**src/rtl/morse_decoder.sv**
```systemverilog
// Morse receiver: measures mark/space lengths on a synchronised input and
// decodes letters Q..X into the encoder's 3-bit letter code.
module morse_decoder #(
  parameter int unsigned TICKS_PER_UNIT = 25000000,
  parameter int unsigned DASH_MIN       = 2 * TICKS_PER_UNIT,
  parameter int unsigned GAP_MIN        = 2 * TICKS_PER_UNIT,
  parameter int unsigned GLITCH_MAX     = TICKS_PER_UNIT / 4,
  parameter int unsigned CNT_W          = 32
) (
  input  logic       CLOCK_50,
  input  logic       RESET,
  input  logic       morse_in,
  output logic [2:0] letter,
  output logic       letter_valid,
  output logic       letter_error,
  output logic       busy,
  output logic [2:0] sym_count,
  output logic [3:0] symbols
);

  typedef enum logic [1:0] {IDLE, MARK, SPACE, EMIT} state_t;

  localparam logic [CNT_W-1:0] DASH_C   = CNT_W'(DASH_MIN);
  localparam logic [CNT_W-1:0] GAP_LAST = CNT_W'(GAP_MIN - 1);
  localparam logic [CNT_W-1:0] GLITCH_C = CNT_W'(GLITCH_MAX);
  localparam logic [CNT_W-1:0] CNT_ONE  = CNT_W'(1);

  state_t           state_q, state_d;
  logic [1:0]       sync_q, sync_d;
  logic [CNT_W-1:0] cnt_q, cnt_d;
  logic [2:0]       sym_count_q, sym_count_d;
  logic [3:0]       symbols_q, symbols_d;
  logic             overflow_q, overflow_d;
  logic [2:0]       letter_q, letter_d;
  logic             letter_valid_q, letter_valid_d;
  logic             letter_error_q, letter_error_d;

  logic             s_in;
  logic [CNT_W-1:0] cnt_inc;
  logic             match;
  logic [2:0]       match_code;

  assign s_in    = sync_q[1];
  assign sync_d  = {sync_q[0], morse_in};
  assign cnt_inc = (cnt_q == '1) ? cnt_q : cnt_q + CNT_ONE;

  // Symbol count and right-aligned pattern together select the letter.
  always_comb begin
    match      = 1'b1;
    match_code = 3'd0;
    case ({sym_count_q, symbols_q})
      7'b100_1101: match_code = 3'd0;
      7'b011_0010: match_code = 3'd1;
      7'b011_0000: match_code = 3'd2;
      7'b001_0001: match_code = 3'd3;
      7'b011_0001: match_code = 3'd4;
      7'b100_0001: match_code = 3'd5;
      7'b011_0011: match_code = 3'd6;
      7'b100_1001: match_code = 3'd7;
      default:     match      = 1'b0;
    endcase
  end

  always_comb begin
    state_d        = state_q;
    cnt_d          = cnt_q;
    sym_count_d    = sym_count_q;
    symbols_d      = symbols_q;
    overflow_d     = overflow_q;
    letter_d       = letter_q;
    letter_valid_d = 1'b0;
    letter_error_d = 1'b0;

    case (state_q)
      IDLE: begin
        if (s_in) begin
          state_d = MARK;
          cnt_d   = CNT_ONE;
        end
      end

      MARK: begin
        if (s_in) begin
          cnt_d = cnt_inc;
        end else if (cnt_q < GLITCH_C) begin
          state_d = (sym_count_q != 3'd0) ? SPACE : IDLE;
          cnt_d   = CNT_ONE;
        end else begin
          if (sym_count_q == 3'd4) begin
            overflow_d = 1'b1;
          end else begin
            symbols_d   = {symbols_q[2:0], (cnt_q >= DASH_C)};
            sym_count_d = sym_count_q + 3'd1;
          end
          state_d = SPACE;
          cnt_d   = CNT_ONE;
        end
      end

      SPACE: begin
        if (s_in) begin
          state_d = MARK;
          cnt_d   = CNT_ONE;
        end else if (cnt_q == GAP_LAST) begin
          state_d = EMIT;
        end else begin
          cnt_d = cnt_inc;
        end
      end

      EMIT: begin
        if (match && !overflow_q) begin
          letter_d       = match_code;
          letter_valid_d = 1'b1;
        end else begin
          letter_error_d = 1'b1;
        end
        sym_count_d = 3'd0;
        symbols_d   = 4'd0;
        overflow_d  = 1'b0;
        // A mark starting right at the end of the gap begins the next letter.
        if (s_in) begin
          state_d = MARK;
          cnt_d   = CNT_ONE;
        end else begin
          state_d = IDLE;
        end
      end

      default: state_d = IDLE;
    endcase
  end

  always_ff @(posedge CLOCK_50) begin
    if (RESET) begin
      state_q        <= IDLE;
      sync_q         <= 2'b00;
      cnt_q          <= '0;
      sym_count_q    <= 3'd0;
      symbols_q      <= 4'd0;
      overflow_q     <= 1'b0;
      letter_q       <= 3'd0;
      letter_valid_q <= 1'b0;
      letter_error_q <= 1'b0;
    end else begin
      state_q        <= state_d;
      sync_q         <= sync_d;
      cnt_q          <= cnt_d;
      sym_count_q    <= sym_count_d;
      symbols_q      <= symbols_d;
      overflow_q     <= overflow_d;
      letter_q       <= letter_d;
      letter_valid_q <= letter_valid_d;
      letter_error_q <= letter_error_d;
    end
  end

  assign letter       = letter_q;
  assign letter_valid = letter_valid_q;
  assign letter_error = letter_error_q;
  assign busy         = (state_q != IDLE);
  assign sym_count    = sym_count_q;
  assign symbols      = symbols_q;

endmodule

```
**config.mk**
```make
export PLATFORM = sky130hd
export DESIGN_NAME = morse_decoder
export DESIGN_NICKNAME = d
export VERILOG_FILES = /design/src/rtl/morse_decoder.sv
export SDC_FILE = /design/constraint.sdc
export NUM_CORES = 1
export LEC_CHECK = 0
export BUFFER_PORTS_ARGS = -buffer_cell sky130_fd_sc_hd__buf_2
export CAP_MARGIN = 15
export CORE_MARGIN = 3
export CORE_UTILIZATION = 30
export DETAILED_ROUTE_END_ITERATION = 10
export PLACE_DENSITY_LB_ADDON = 0.1
export SLEW_MARGIN = 10
export SYNTH_ARGS = -nofsm -noshare
export SYNTH_HDL_FRONTEND = slang
export SYNTH_SLANG_ARGS = --single-unit
```
**constraint.sdc**
```tcl
create_clock -name CLOCK_50 -period 6 [get_ports CLOCK_50]
set_input_delay 0.3 -clock CLOCK_50 [delete_from_list [all_inputs] [get_ports CLOCK_50]]
set_output_delay 0.3 -clock CLOCK_50 [all_outputs]
set_load 0.05 [all_outputs]
```
# After elaboration in Yosys (flattened, before gate mapping)
# Cells that the tools add are included.
# word_totals
in_bits	3
latchBits	0
ramBits	0
mem_count	0
word_cells	80
output_inout_bits	13
mem_bits_ro	0
ff_bits	49
# classes
n_eq_ne	22
div	0
n_addsub	2
n_lt_le_gt_ge	2
n_reduce_logical	14
n_bitwise	1
shifts	0
n_mux	30
mul	0
# ops
cell	count
2-to-1 mux 32 bit	5
one-hot mux 32 bit (3 select lines)	1
adder 32 x 1 -> 32 bit, second input constant	1
equality test 32 x 26 -> 1 bit, second input constant	1
equality test 32 bit, second input constant	1
>= comparator 32 x 26 -> 1 bit, second input constant	1
< comparator 32 x 23 -> 1 bit, second input constant	1
equality test 7 x 6 -> 1 bit, second input constant	4
equality test 7 bit, second input constant	3
one-hot mux 3 bit (7 select lines)	1
2-to-1 mux 2 bit	6
2-to-1 mux 4 bit	3
inequality test 2 bit, second input constant	5
2-to-1 mux 3 bit	3
one-hot mux 2 bit (4 select lines)	1
one-hot mux 4 bit (2 select lines)	1
AND reduction 4 bit	2
OR reduction 8 bit	1
equality test 7 x 5 -> 1 bit, second input constant	1
2-to-1 mux 1 bit	7
inequality test 3 bit, second input constant	2
one-hot mux 3 bit (2 select lines)	1
equality test 2 bit, second input constant	2
AND reduction 2 bit	2
13 further kinds	15

# Longest topological paths before layout
# logic_depth
word_depth	5
ltp_mapped	8
depth_no_buf	7

# Worst setup path before layout
# OpenSTA, ideal clock, no wires.
# synth_timing
path_type	flip-flop to flip-flop
from	reg sym_count_q[1], in the netlist sym_count[1]
to	reg letter_q[2], in the netlist letter[2]
period_less_slack_ps	2240
t_required_ps	5884
setup_ps	116
stages_incl_launch_ff	8
arrival_time_ps	2125
path_slack_ps	3760
n_path_buf	0
cell_sequence	dfxtp_1 -> ha_1 -> ha_1 -> nor2b_1 -> o22ai_1 -> a211oi_1 -> mux2i_1 -> nor2_1
# synth_via
elab_chain_cells	5
word_cells_on_any_way	13
classes_between	eq/ne: 8; mux: 2; reduce/logical: 3
# synth_rtl
element	line	rtl
start: declaration	31	logic [2:0] sym_count_q, sym_count_d;
start signal: assignment	149	sym_count_q <= sym_count_d;
equality test 7 bit, or another cell as far along	51	case ({sym_count_q, symbols_q})
OR reduction 8 bit (no line)	n/a	
2-to-1 mux 1 bit	51	
logical AND 1 bit	112	if (match && !overflow_q) begin
AND reduction 2 bit (no line)	n/a	
end signal: assignment	152	letter_q <= letter_d;
end: declaration	34	logic [2:0] letter_q, letter_d;
# Parallel ways exist; a longest one is shown, timed or not.
# A chain may end at the register's enable or synchronous reset.

# Final worst setup path
# layout_timing
from	reg state_q[0]
to	reg cnt_q[5]
# layout_via
elab_chain_cells	4
word_cells_on_any_way	9
classes_between	eq/ne: 5; mux: 1; reduce/logical: 3
# layout_rtl
element	line	rtl
start: declaration	28	state_t state_q, state_d;
start signal: assignment	146	state_q <= state_d;
equality test 2 bit / logical NOT 2 bit (equally long branches)	74	case (state_q)
OR reduction 2 bit (no line)	n/a	
inequality test 2 x 1 -> 1 bit (no line)	n/a	
AND reduction 2 bit (no line)	n/a	
end signal: assignment	148	cnt_q <= cnt_d;
end: declaration	30	logic [CNT_W-1:0] cnt_q, cnt_d;
# Parallel ways exist; a longest one is shown, timed or not.

==> run_results.csv <==
group,metric,value,unit
run_status,status,"finished clean",
critical_path,timing.rr.end,"cnt_q[5]$_SDFFE_PP0P_",
pwr,clkPwrFrac,32.5,%
global_route,grt_max_degree,58,
pwr,leakagePower,0.001049,µW
global_route,grt_pass1_wl,12480,µm
placement,place_area,0.003173,mm²
synthesis,ys_warn_count,0,
pwr,pwr-share-comb,15.6,%
route,drc,0,
critical_path,rrSetupSlack,3.46,ns
finish,area_delta_synth_final,5.966,%
sta,drv_slew,0,
critical_path,r2r-start,"state_q[0]$_SDFFE_PP0P_",
floorplanning,core,0.009864,mm²
floorplanning,chipHeight,107.4,µm
clocking,cts_tree,"done",
critical_path,rr_worst_depth,7,
route,detail_route.wl_per_cell,14.74,µm
clocking,clk_latency,0.31,ns
critical_path,cp.required,6.24,ns
sta,worst_slew_pin_slew,0.7178,ns
global_route,antenna_found_initial,0,
pwr,seqPwrFrac,51.9,%
clocking,cts_root_buffer,"clkbuf_8",
critical_path,slowest_stage,"or4_2",
finish,fin_area,0.003267,mm²
synthesis,synth-seq-cells,49,
critical_path,path_cells,"inv_1 -> ha_1 -> and2b_2 -> a41o_1 -> buf_4 -> or4_2 -> a21oi_1",
synthesis,synth.yosys.seq_area_share,31.82,%
floorplanning,die_w,107.4,µm
synthesis,syn-num-nets,368,
floorplanning,pin_count,16,
hold_path,worstHoldStart,"morse_in",
pwr,power.net_switching,201.4,µW
synthesis,synthFlopType,"dfxtp_1",
finish,diodes,0,
clocking,cts_made_buffers,5,
floorplanning,initial_core_util,31.25,%
critical_path,max_stage_delay,0.68,ns
global_route,track_usage,13.08,%
run,maxCapViolations,0,
clocking,clk_pin_slew,0.10,ns
route,antenna_left,0,
sta,fin_crit,2.536,ns
finish,drive_gt1_share,14.85,%
critical_path,critical-path-top-delay-family,"simple AND/OR/NAND/NOR gates",
sta,relSlewSlack,51.78,%
sta,setup_ws,3.464,ns
sta,max_freq,394.3,MHz
synthesis,syn-cell-area,0.003083,mm²
clocking,clk_path_buf_depth,2,
floorplanning,num_rows,36,
placement,portBuffers,15,
sta,finalSetupViolations,0,
hold_path,min_to,"sync_q[0]$_SDFF_PP0_",
clocking,htree_levels,2,
finish,nets,371,
critical_path,path_buf_inv,2,
finish,fillers,1052,
pwr,intPower,444.1,µW
critical_path,end_kind,"flop",
pwr,peakVddDrop,0.07957,mV
route,vias,2701,
route,firstDrtPassIters,4,
route,vias_per_cell,5.512,
floorplanning,dieArea,0.01153,mm²
finish,mostFrequentLayoutCells,"dfxtp_1 (49), a21oi_1 (30), o31ai_1 (23), nor2_1 (20), nand2_1 (18)",
synthesis,synth_edf_count,0,
sta,holdWs,0.2111,ns
hold_path,hold_depth,2,
sta,period_share,42.27,%
critical_path,arrival,2.78,ns
route,drt_first_iter_violations,175,
global_route,grt_overflow_total,0,
clocking,cts_setup_buffers,0,
sta,finalHoldViolCount,0,
synthesis,netlist_instances,353,
synthesis,syn_area_per_cell,8.734,µm²
pwr,powerDensity,197.6,mW/mm²
placement,dp_hpwl,5162,µm
placement,gp_congestion,0.7871,
critical_path,worstSetupPathType,"flop to flop",
sta,rsz0062_at_grt,"no",
hold_path,min_path_type,"input port to flop",
critical_path,crit_fanout,57,
synthesis,async_flop_share,0,%
clocking,cts.sinks,49,
finish,final_common_cell,"dfxtp_1",
clocking,cts_resized,0,
sta,finalSetupTns,0,ns
synthesis,ys_types,66,
route,wirelength,7223,µm
global_route,grt_pass1_vias,2451,
pwr,switching_share,31.20,%
sta,skew,0.01470,ns
critical_path,startpoint_type,"flop",
clocking,holdBufCountCts,0,
placement,dp_slack,3.497,ns
## cells by family (layout without fill, tap and decap cells)
logic type / after synthesis / in the layout / share of synthesized area [%]
AOI/OAI and AO/OA: 95 / 95 / 22.16
xor gates and xnor gates: 3 / 3 / 0.8524
adders and majority gates: 12 / 12 / 4.870
buffers and inverters: 35 / 39 / 7.183
DFF: 49 / 49 / 31.82
muxes: 4 / 4 / 1.339
and+or+nand+nor: 155 / 155 / 31.78
## metrics by stage
step	power (µW)	instances	util [%]
floorplan	437.6	353	-
global placement	444.3	482	32.17
detailed placement	444.5	482	32.17
CTS	661.6	490	33.12
global route	680.6	490	33.12
finish	645.4	490	33.12
## worst max-delay path by stage
stage                                   start  slack [ns]  depth (start not counted)                      to
detailed placement    state_q[0]$_SDFFE_PP0P_        3.50                          7   cnt_q[5]$_SDFFE_PP0P_
global placement      state_q[0]$_SDFFE_PP0P_        3.52                          7   cnt_q[4]$_SDFFE_PP0P_
CTS                   state_q[0]$_SDFFE_PP0P_        3.47                          7   cnt_q[5]$_SDFFE_PP0P_
global route          state_q[0]$_SDFFE_PP0P_        3.30                          7   cnt_q[9]$_SDFFE_PP0P_
finish                state_q[0]$_SDFFE_PP0P_        3.46                          7   cnt_q[5]$_SDFFE_PP0P_
floorplan           sym_count[1]$_SDFFE_PP0P_        3.76                          7  letter[2]$_SDFFE_PP0P_
## power groups by stage
| stage | Clock, µW | Combinational (µW) | Sequential, µW |
|---|---|---|---|
| after global placement | 0 | 102 | 342 |
| after detailed placement | 0 | 102 | 343 |
| after CTS | 224 | 102 | 335 |
| after global routing | 232 | 113 | 336 |
| final | 210 | 100 | 335 |
| after floorplan | 0 | 97.1 | 340 |
## registers in the layout, summed over array words and instances (netlist names)
name          count
state_q           2
symbols           4
cnt_q            32
sync_q            2
letter_valid      1
letter            3
letter_error      1
overflow_q        1
sym_count         3
## area by class of cell
type	count	area (µm²)	share of cell area (%)
Multi-Input combinational cell	269	1883	57.64
Sequential cell	49	980.9	30.03
Tap cell	133	166.4	5.094
Timing Repair Buffer	17	90.09	2.758
Clock buffer	5	68.82	2.106
Inverter	14	52.55	1.609
Clock inverter	3	25.02	0.7660
## layer usage
metal	vias to the layer above	global-route usage (%)	part of all wire, %
met5	-	0	0
met4	0	2.705	0.72
met3	4	2.280	3.6
met2	39	20.82	45
met1	1279	18.57	50
li1	1379	-	-
## cells in the mapped netlist (all sizes together) (2+ instances only)
cell | n | area (µm²)
mux2i | 3 | 30.03
buf | 8 | 107.6
nor2b | 6 | 37.54
o31ai | 23 | 172.7
and3 | 4 | 30.03
ha | 12 | 150.1
or2 | 4 | 25.03
o2111ai | 3 | 26.28
or4 | 24 | 191.4
or3 | 7 | 45.05
dfxtp | 49 | 980.9
inv | 14 | 52.55
nor3 | 12 | 71.32
xor2 | 2 | 17.52
clkbuf | 13 | 61.31
nand3 | 16 | 80.08
nor4b | 4 | 35.03
nand2b | 2 | 12.51
nand4 | 16 | 100.1
a21oi | 30 | 150.1
a41o | 2 | 20.02
and2 | 2 | 12.51
nand3b | 3 | 22.52
nor4 | 4 | 61.31
or4b | 2 | 20.02
nor2 | 22 | 85.09
o21ai | 10 | 50.05
and4 | 5 | 46.30
a22o | 7 | 61.31
a311oi | 2 | 35.04
a31oi | 3 | 18.77
a211o | 2 | 17.52
o41ai | 3 | 26.28
nand2 | 18 | 67.56
(Power assumes the default switching activity.)
